==> src/rtl/uart_pkg.sv <==
// rtl/uart_pkg.sv - shared UART state encodings and frame defaults
package uart_pkg;

    localparam int UART_OVERSAMPLE = 16;
    localparam int UART_DATA_BITS  = 8;

    typedef enum logic [1:0] {
        IDLE  = 2'b00,
        START = 2'b01,
        DATA  = 2'b10,
        STOP  = 2'b11
    } uart_state_e;

endpackage

==> src/rtl/uart_sync_2ff.sv <==
// rtl/uart_sync_2ff.sv - two-flop synchronizer for the idle-high serial line
module uart_sync_2ff (
    input  logic clk,
    input  logic reset,
    input  logic d,
    output logic q
);

    logic sync1_q, sync1_d;
    logic sync2_q, sync2_d;

    always_comb begin
        sync1_d = d;
        sync2_d = sync1_q;
    end

    // Flops reset high so a reset never looks like a start-bit edge.
    always_ff @(posedge clk) begin
        if (reset) begin
            sync1_q <= 1'b1;
            sync2_q <= 1'b1;
        end else begin
            sync1_q <= sync1_d;
            sync2_q <= sync2_d;
        end
    end

    assign q = sync2_q;

endmodule

==> src/rtl/uart_receiver.sv <==
// rtl/uart_receiver.sv - oversampled 8N1 UART receiver with valid/ack handshake
module uart_receiver
    import uart_pkg::*;
#(
    parameter int OVERSAMPLE = UART_OVERSAMPLE,
    parameter int DATA_BITS  = UART_DATA_BITS
) (
    input  logic                 clk,
    input  logic                 reset,
    input  logic                 enable,
    input  logic                 Baud_Tick,
    input  logic                 R_X,
    input  logic                 data_ack,
    output logic [DATA_BITS-1:0] data_out,
    output logic                 data_valid,
    output logic                 framing_error,
    output logic                 overrun
);

    localparam int              BW        = (DATA_BITS > 1) ? $clog2(DATA_BITS) : 1;
    localparam logic [3:0]      TICK_MID  = 4'(OVERSAMPLE / 2 - 1);
    localparam logic [3:0]      TICK_LAST = 4'(OVERSAMPLE - 1);
    localparam logic [BW-1:0]   BIT_LAST  = BW'(DATA_BITS - 1);

    logic rx_s;

    uart_sync_2ff u_sync (
        .clk   (clk),
        .reset (reset),
        .d     (R_X),
        .q     (rx_s)
    );

    uart_state_e          state_q, state_d;
    logic [3:0]           tick_cnt_q, tick_cnt_d;
    logic [BW-1:0]        bit_cnt_q, bit_cnt_d;
    logic [DATA_BITS-1:0] shift_q, shift_d;
    logic [DATA_BITS-1:0] data_out_q, data_out_d;
    logic                 data_valid_q, data_valid_d;
    logic                 framing_error_q, framing_error_d;
    logic                 overrun_q, overrun_d;
    logic                 rx_prev_q, rx_prev_d;
    logic                 frame_good;

    always_comb begin
        state_d         = state_q;
        tick_cnt_d      = tick_cnt_q;
        bit_cnt_d       = bit_cnt_q;
        shift_d         = shift_q;
        data_out_d      = data_out_q;
        data_valid_d    = data_valid_q;
        framing_error_d = 1'b0;
        overrun_d       = overrun_q;
        rx_prev_d       = rx_s;
        frame_good      = 1'b0;

        if (Baud_Tick && state_q != IDLE) begin
            tick_cnt_d = tick_cnt_q + 4'd1;
        end

        case (state_q)
            IDLE: begin
                if (enable && rx_prev_q && !rx_s) begin
                    state_d    = START;
                    tick_cnt_d = 4'd0;
                    bit_cnt_d  = '0;
                end
            end
            START: begin
                if (Baud_Tick && tick_cnt_q == TICK_MID) begin
                    state_d    = rx_s ? IDLE : DATA;
                    tick_cnt_d = 4'd0;
                end
            end
            DATA: begin
                if (Baud_Tick && tick_cnt_q == TICK_LAST) begin
                    tick_cnt_d         = 4'd0;
                    shift_d[bit_cnt_q] = rx_s;
                    bit_cnt_d          = bit_cnt_q + BW'(1);
                    if (bit_cnt_q == BIT_LAST) begin
                        state_d = STOP;
                    end
                end
            end
            STOP: begin
                if (Baud_Tick && tick_cnt_q == TICK_LAST) begin
                    state_d         = IDLE;
                    tick_cnt_d      = 4'd0;
                    frame_good      = rx_s;
                    framing_error_d = !rx_s;
                end
            end
            default: state_d = IDLE;
        endcase

        // A coincident ack consumes the old byte, so it cannot count as an overrun.
        if (frame_good) begin
            data_out_d   = shift_q;
            data_valid_d = 1'b1;
            if (data_valid_q && !data_ack) begin
                overrun_d = 1'b1;
            end
        end else if (data_ack) begin
            data_valid_d = 1'b0;
        end
    end

    always_ff @(posedge clk) begin
        if (reset) begin
            state_q         <= IDLE;
            tick_cnt_q      <= 4'd0;
            bit_cnt_q       <= '0;
            shift_q         <= '0;
            data_out_q      <= '0;
            data_valid_q    <= 1'b0;
            framing_error_q <= 1'b0;
            overrun_q       <= 1'b0;
            rx_prev_q       <= 1'b1;
        end else begin
            state_q         <= state_d;
            tick_cnt_q      <= tick_cnt_d;
            bit_cnt_q       <= bit_cnt_d;
            shift_q         <= shift_d;
            data_out_q      <= data_out_d;
            data_valid_q    <= data_valid_d;
            framing_error_q <= framing_error_d;
            overrun_q       <= overrun_d;
            rx_prev_q       <= rx_prev_d;
        end
    end

    assign data_out      = data_out_q;
    assign data_valid    = data_valid_q;
    assign framing_error = framing_error_q;
    assign overrun       = overrun_q;

endmodule

==> config.mk <==
export PLATFORM = sky130hd
export DESIGN_NAME = uart_receiver
export DESIGN_NICKNAME = d
export VERILOG_FILES = /design/src/rtl/uart_pkg.sv /design/src/rtl/uart_sync_2ff.sv /design/src/rtl/uart_receiver.sv
export SDC_FILE = /design/constraint.sdc
export NUM_CORES = 1
export LEC_CHECK = 0
export CAP_MARGIN = 20
export CORE_ASPECT_RATIO = 1.5
export CORE_UTILIZATION = 53
export CTS_BUF_LIST = sky130_fd_sc_hd__clkbuf_4 sky130_fd_sc_hd__clkbuf_8 sky130_fd_sc_hd__clkbuf_16
export CTS_CLUSTER_SIZE = 16
export DETAILED_ROUTE_END_ITERATION = 6
export GPL_TIMING_DRIVEN = 1
export HOLD_SLACK_MARGIN = 0.08
export PLACE_DENSITY = 0.77
export SLEW_MARGIN = 40
export SYNTH_ARGS = -nofsm -noshare
export SYNTH_HDL_FRONTEND = slang
export SYNTH_SLANG_ARGS = --single-unit
==> constraint.sdc <==
create_clock -name clk -period 1.9 [get_ports clk]
set_clock_uncertainty 0.1 [all_clocks]
set_input_delay 0.38 -clock clk [delete_from_list [all_inputs] [get_ports clk]]
set_output_delay 0.38 -clock clk [all_outputs]
set_load 0.01 [all_outputs]
==> run summary, run 1 <==
The flow ran to the end, but the final reports show violations. The checks that failed: design-rule violations. The root buffer cell chosen for the clock tree is sky130_fd_sc_hd__clkbuf_4. The sequential share of the synthesized area came out at 45.2%. The area occupied by multi-input gates is 698 um^2. The share of synthesized area in the top cell type comes to 45.2%.

In the synthesized netlist the dominant register cell turns out to be sky130_fd_sc_hd__dfxtp_1. The count of antenna-violating nets left after detailed routing came out at 0. The number of buffers on the longest clock path is 2. The final-layout fill cell count is 213. The DRC violation total after the first TritonRoute iteration came out at 25.

The leakage component of the power is 0.768 nW. Counting tap cells, the placed design contains a total of 180 instances. The most common cell in the synthesized netlist is sky130_fd_sc_hd__dfxtp_1. The share of the core filled with cells is 68.2%. Counting flops and latches in the post-synthesis netlist gives 31. The CTS tree is done. The critical-path maximum fanout came out at 5. The path class of the tightest hold or removal check is flop to flop. The pin count of the biggest net entering global routing came out at 22. The die footprint is 0.00280 mm^2. Overall power consumption after layout is estimated at 1.24 mW. The proportion of layout cells with a drive suffix above 1 came out at 16.5%. The diode insertion count for antenna repair came out at 0. The first global-routing pass estimated 4.62 mm of wire. From left edge to right edge, the die measures 43.6 um. The worst hold slack across all endpoints came out at 326 ps.

In this run the standard cell core region covers 0.00245 mm^2. The final cell count without fillers came out at 188. The H-tree generated during clock tree synthesis spans 2 levels. The internal power of the cells totals 986 uW. The switching fraction of total power is 20.5%. The first-pass iteration count of the detailed router came out at 6. The startpoint kind of the worst setup timing path is a flop.

In this run, flip-flops and latches consume 52.8% of the power. The critical path is of the flop to flop type. The slew at the pin closest to its max-slew limit is 341 ps.

In the final design database the tool counted 172 nets. Clock latency on the worst-skew pair, taken at its later pin, is 340 ps. In this run the core area contains 22 standard-cell rows. The total global routing track utilization came out at 22.4%. The switching power is 255 uW. Counting every net in the synthesized netlist gives 149. The die extent in y is 64.4 um. The synthesized design contains 0 enable-type register cells. The half-perimeter wire length after placement came out at 1.77 mm. The total number of yosys warnings is 0. The reported max-cap violation count came out at 0. The cell family with the largest share of critical-path delay is simple AND/OR/NAND/NOR gates. The total I/O pin count is 17.

The total routed wire length on the met1 layer came out at 1.15 mm. The total negative slack is 0 ps. The routability-driven placement congestion ratio is 0.793.

The number of buffers and inverters on the critical path is 1. The wire length after detailed routing came out at 2.52 mm. The signal on the critical path passes through ha_2 -> nand4_2 -> or3_1 -> buf_4 -> mux2i_1 -> nor2_1. Ranked by total cell area, the synthesized netlist is headed by sky130_fd_sc_hd__dfxtp_1, sky130_fd_sc_hd__mux2i_1, sky130_fd_sc_hd__nor2_1. The met2 wire length is 1.20 mm. After detailed routing, no signal wire sits above met4. The total number of vias is 1,027.

The routed wirelength normalized by instance count is 13.4 um. The clock period could shrink to 1730 ps. The achievable frequency came out at 579 MHz.

The biggest area contributor in the post-synthesis netlist is sky130_fd_sc_hd__dfxtp_1. Ranked by instance count, the synthesized netlist is headed by sky130_fd_sc_hd__dfxtp_1, sky130_fd_sc_hd__nor2_1, sky130_fd_sc_hd__mux2i_1, sky130_fd_sc_hd__clkbuf_1. STA puts the critical path data arrival time at 1860 ps.

The relative contribution of combinational cells to total power is 3.7%. Among all stages on the critical path, the largest delay is contributed by sky130_fd_sc_hd__or3_1. The synthesized area per cell is 9.81 um^2. The number of cells produced by synthesis is 140. For this configuration, the core starts out at a cell density of 56.1%. The TritonCTS sink count came out at 31. The final count of pins violating max slew was 0. The routed design uses 114 um of met3 wire. Of the available clock period, the critical path in the final layout requires 90.9%.

The via density per instance is 5.46. The clock buffer count from CTS came out at 5. The number of I/O port buffers came out at 16. Summed over all layers, the global routing overflow is 0.

For this run, design rule violations remaining after detail routing come to 6. For the worst setup path, the data required time is 2030 ps. In the synthesized netlist the async set-or-reset flop fraction comes to 0%. Setup repair after global routing left no endpoint under its margin. The post-synthesis cell type count is 34. The headroom to the max-slew limit came out at 77.2%. The number of global-route vias before repair came out at 1,084.

The number of antenna violations at the first check in global routing is 0. The combined flip-flop and latch cell area came out at 622 um^2. Power spread over the standard cell area amounts to 742 mW/mm^2. The proportion of power drawn by the clock network is 43.5%. The final number of setup-violating endpoints came out at 0. Compared with the post-synthesis result, the final layout area differs by 21.7%. On the worst path, the slowest cell contributes a delay of 400 ps. The post-synthesis instance area is 0.00137 mm^2. VDD sags by at most 0.712 mV. After clock tree synthesis, the clock-pin slew on the worst setup and hold paths is 90 ps. The kind of end point of the critical path is a flop. The number of failing hold endpoints at the final stage is 0.
worst reg2reg max path, stage by stage (launching register included):
cell	delay [ps]
sky130_fd_sc_hd__dfxtp_1	360
sky130_fd_sc_hd__ha_2	230
sky130_fd_sc_hd__nand4_2	130
sky130_fd_sc_hd__or3_1	400
sky130_fd_sc_hd__buf_4	180
sky130_fd_sc_hd__mux2i_1	170
sky130_fd_sc_hd__nor2_1	60
repair_timing:
action / in CTS / in global routing
setup buffers: 0 / 0
hold buffers: 0 / 0
endpoints found under the setup margin: 0 / 7
gates resized for setup: 0 / 2
cell usage in the layout, fill, tap and decap left out, drive strengths merged, types with 2 or more instances in the layout:
cell           count
a21oi              4
and2               3
buf                9
clkbuf             6
clkdlybuf4s50     16
dfxtp             31
ha                 3
inv                2
mux2i             20
nand2              3
nand2b             3
nand4              6
nand4b             5
nor2              25
nor2b              4
o21bai             2
or2                4
xor2               2
worst paths after layout:
check | cells past startpoint | slack [ps] | endpoint | start
worst max register to register | 6 | 170 | data_out[3]$_SDFFE_PP0P_ | tick_cnt_q[1]$_SDFF_PP0_
worst min-delay path | 1 | 330 | u_sync.q$_SDFF_PP1_ | u_sync.sync1_q$_SDFF_PP1_
worst min register to register | 1 | 330 | u_sync.q$_SDFF_PP1_ | u_sync.sync1_q$_SDFF_PP1_
worst max-delay path | 6 | 170 | data_out[3]$_SDFFE_PP0P_ | tick_cnt_q[1]$_SDFF_PP0_
sequential cells by signal, summed over array words and instances, names as in the netlist, 3 cells and up, named ones only:
| register | count |
|---|---|
| tick_cnt_q | 4 |
| shift_q | 8 |
| bit_cnt_q | 3 |
| data_out | 8 |
kinds of logic after synthesis:
group                      synth area share [%]
AOI/OAI and AO/OA                          8.74
xor gates and xnor gates                   1.28
adders and majority gates                  2.73
buffers and inverters                      4.19
DFF                                        45.2
muxes                                      14.6
and+or+nand+nor                            23.3
stage by stage:
stage               area (um^2)  worst slack (ps)
floorplan                  1370               247
global placement           1580             -86.2
detailed placement         1580              -144
CTS                        1670               113
global route               1670              49.5
finish                     1670               173
layer usage:
metal / GRT usage [%] / vias to the layer above
li1: - / 533
met1: 25.6 / 467
met2: 36.0 / 21
met3: 4.52 / 6
met4: 15.2 / 0
met5: 0 / -
layout make-up:
type / count / area share [%]
Multi-Input combinational cell: 98 / 41.8
Sequential cell: 31 / 37.2
Tap cell: 24 / 1.80
Inverter: 2 / 0.449
Clock inverter: 2 / 2.10
Timing Repair Buffer: 25 / 13.6
Clock buffer: 6 / 3.07
power groups by stage:
stage / combinational, mW / sequential [mW] / clock (mW)
after global placement: 0.0454 / 0.671 / 0
final: 0.0463 / 0.655 / 0.539
after global routing: 0.0509 / 0.656 / 0.581
after CTS: 0.0467 / 0.656 / 0.559
after detailed placement: 0.0465 / 0.671 / 0
after floorplan: 0.0272 / 0.669 / 0
No activity file was read; power rests on OpenSTA's default activity.
==> run 2: changes to the inputs <==
==> constraint.sdc (replaced) <==
create_clock -name clk -period 1.9 [get_ports clk]
set_clock_uncertainty 0.1 [all_clocks]
set_input_delay 0.38 -clock clk [delete_from_list [all_inputs] [get_ports clk]]
set_output_delay 0.38 -clock clk [all_outputs]
set_load 0.005 [all_outputs]
==> results of run 2 <==
No change in the layout: final DEF, timing and power equal those of run 1.
==> run 3: changes to the inputs <==
--- a/config.mk
+++ b/config.mk
@@ -14,7 +14,7 @@
 export GPL_TIMING_DRIVEN = 1
 export HOLD_SLACK_MARGIN = 0.08
 export PLACE_DENSITY = 0.77
-export SLEW_MARGIN = 40
+export SLEW_MARGIN = 20
 export SYNTH_ARGS = -nofsm -noshare
 export SYNTH_HDL_FRONTEND = slang
 export SYNTH_SLANG_ARGS = --single-unit
==> results of run 3 <==
No change in the layout: final DEF, timing and power equal those of run 1.
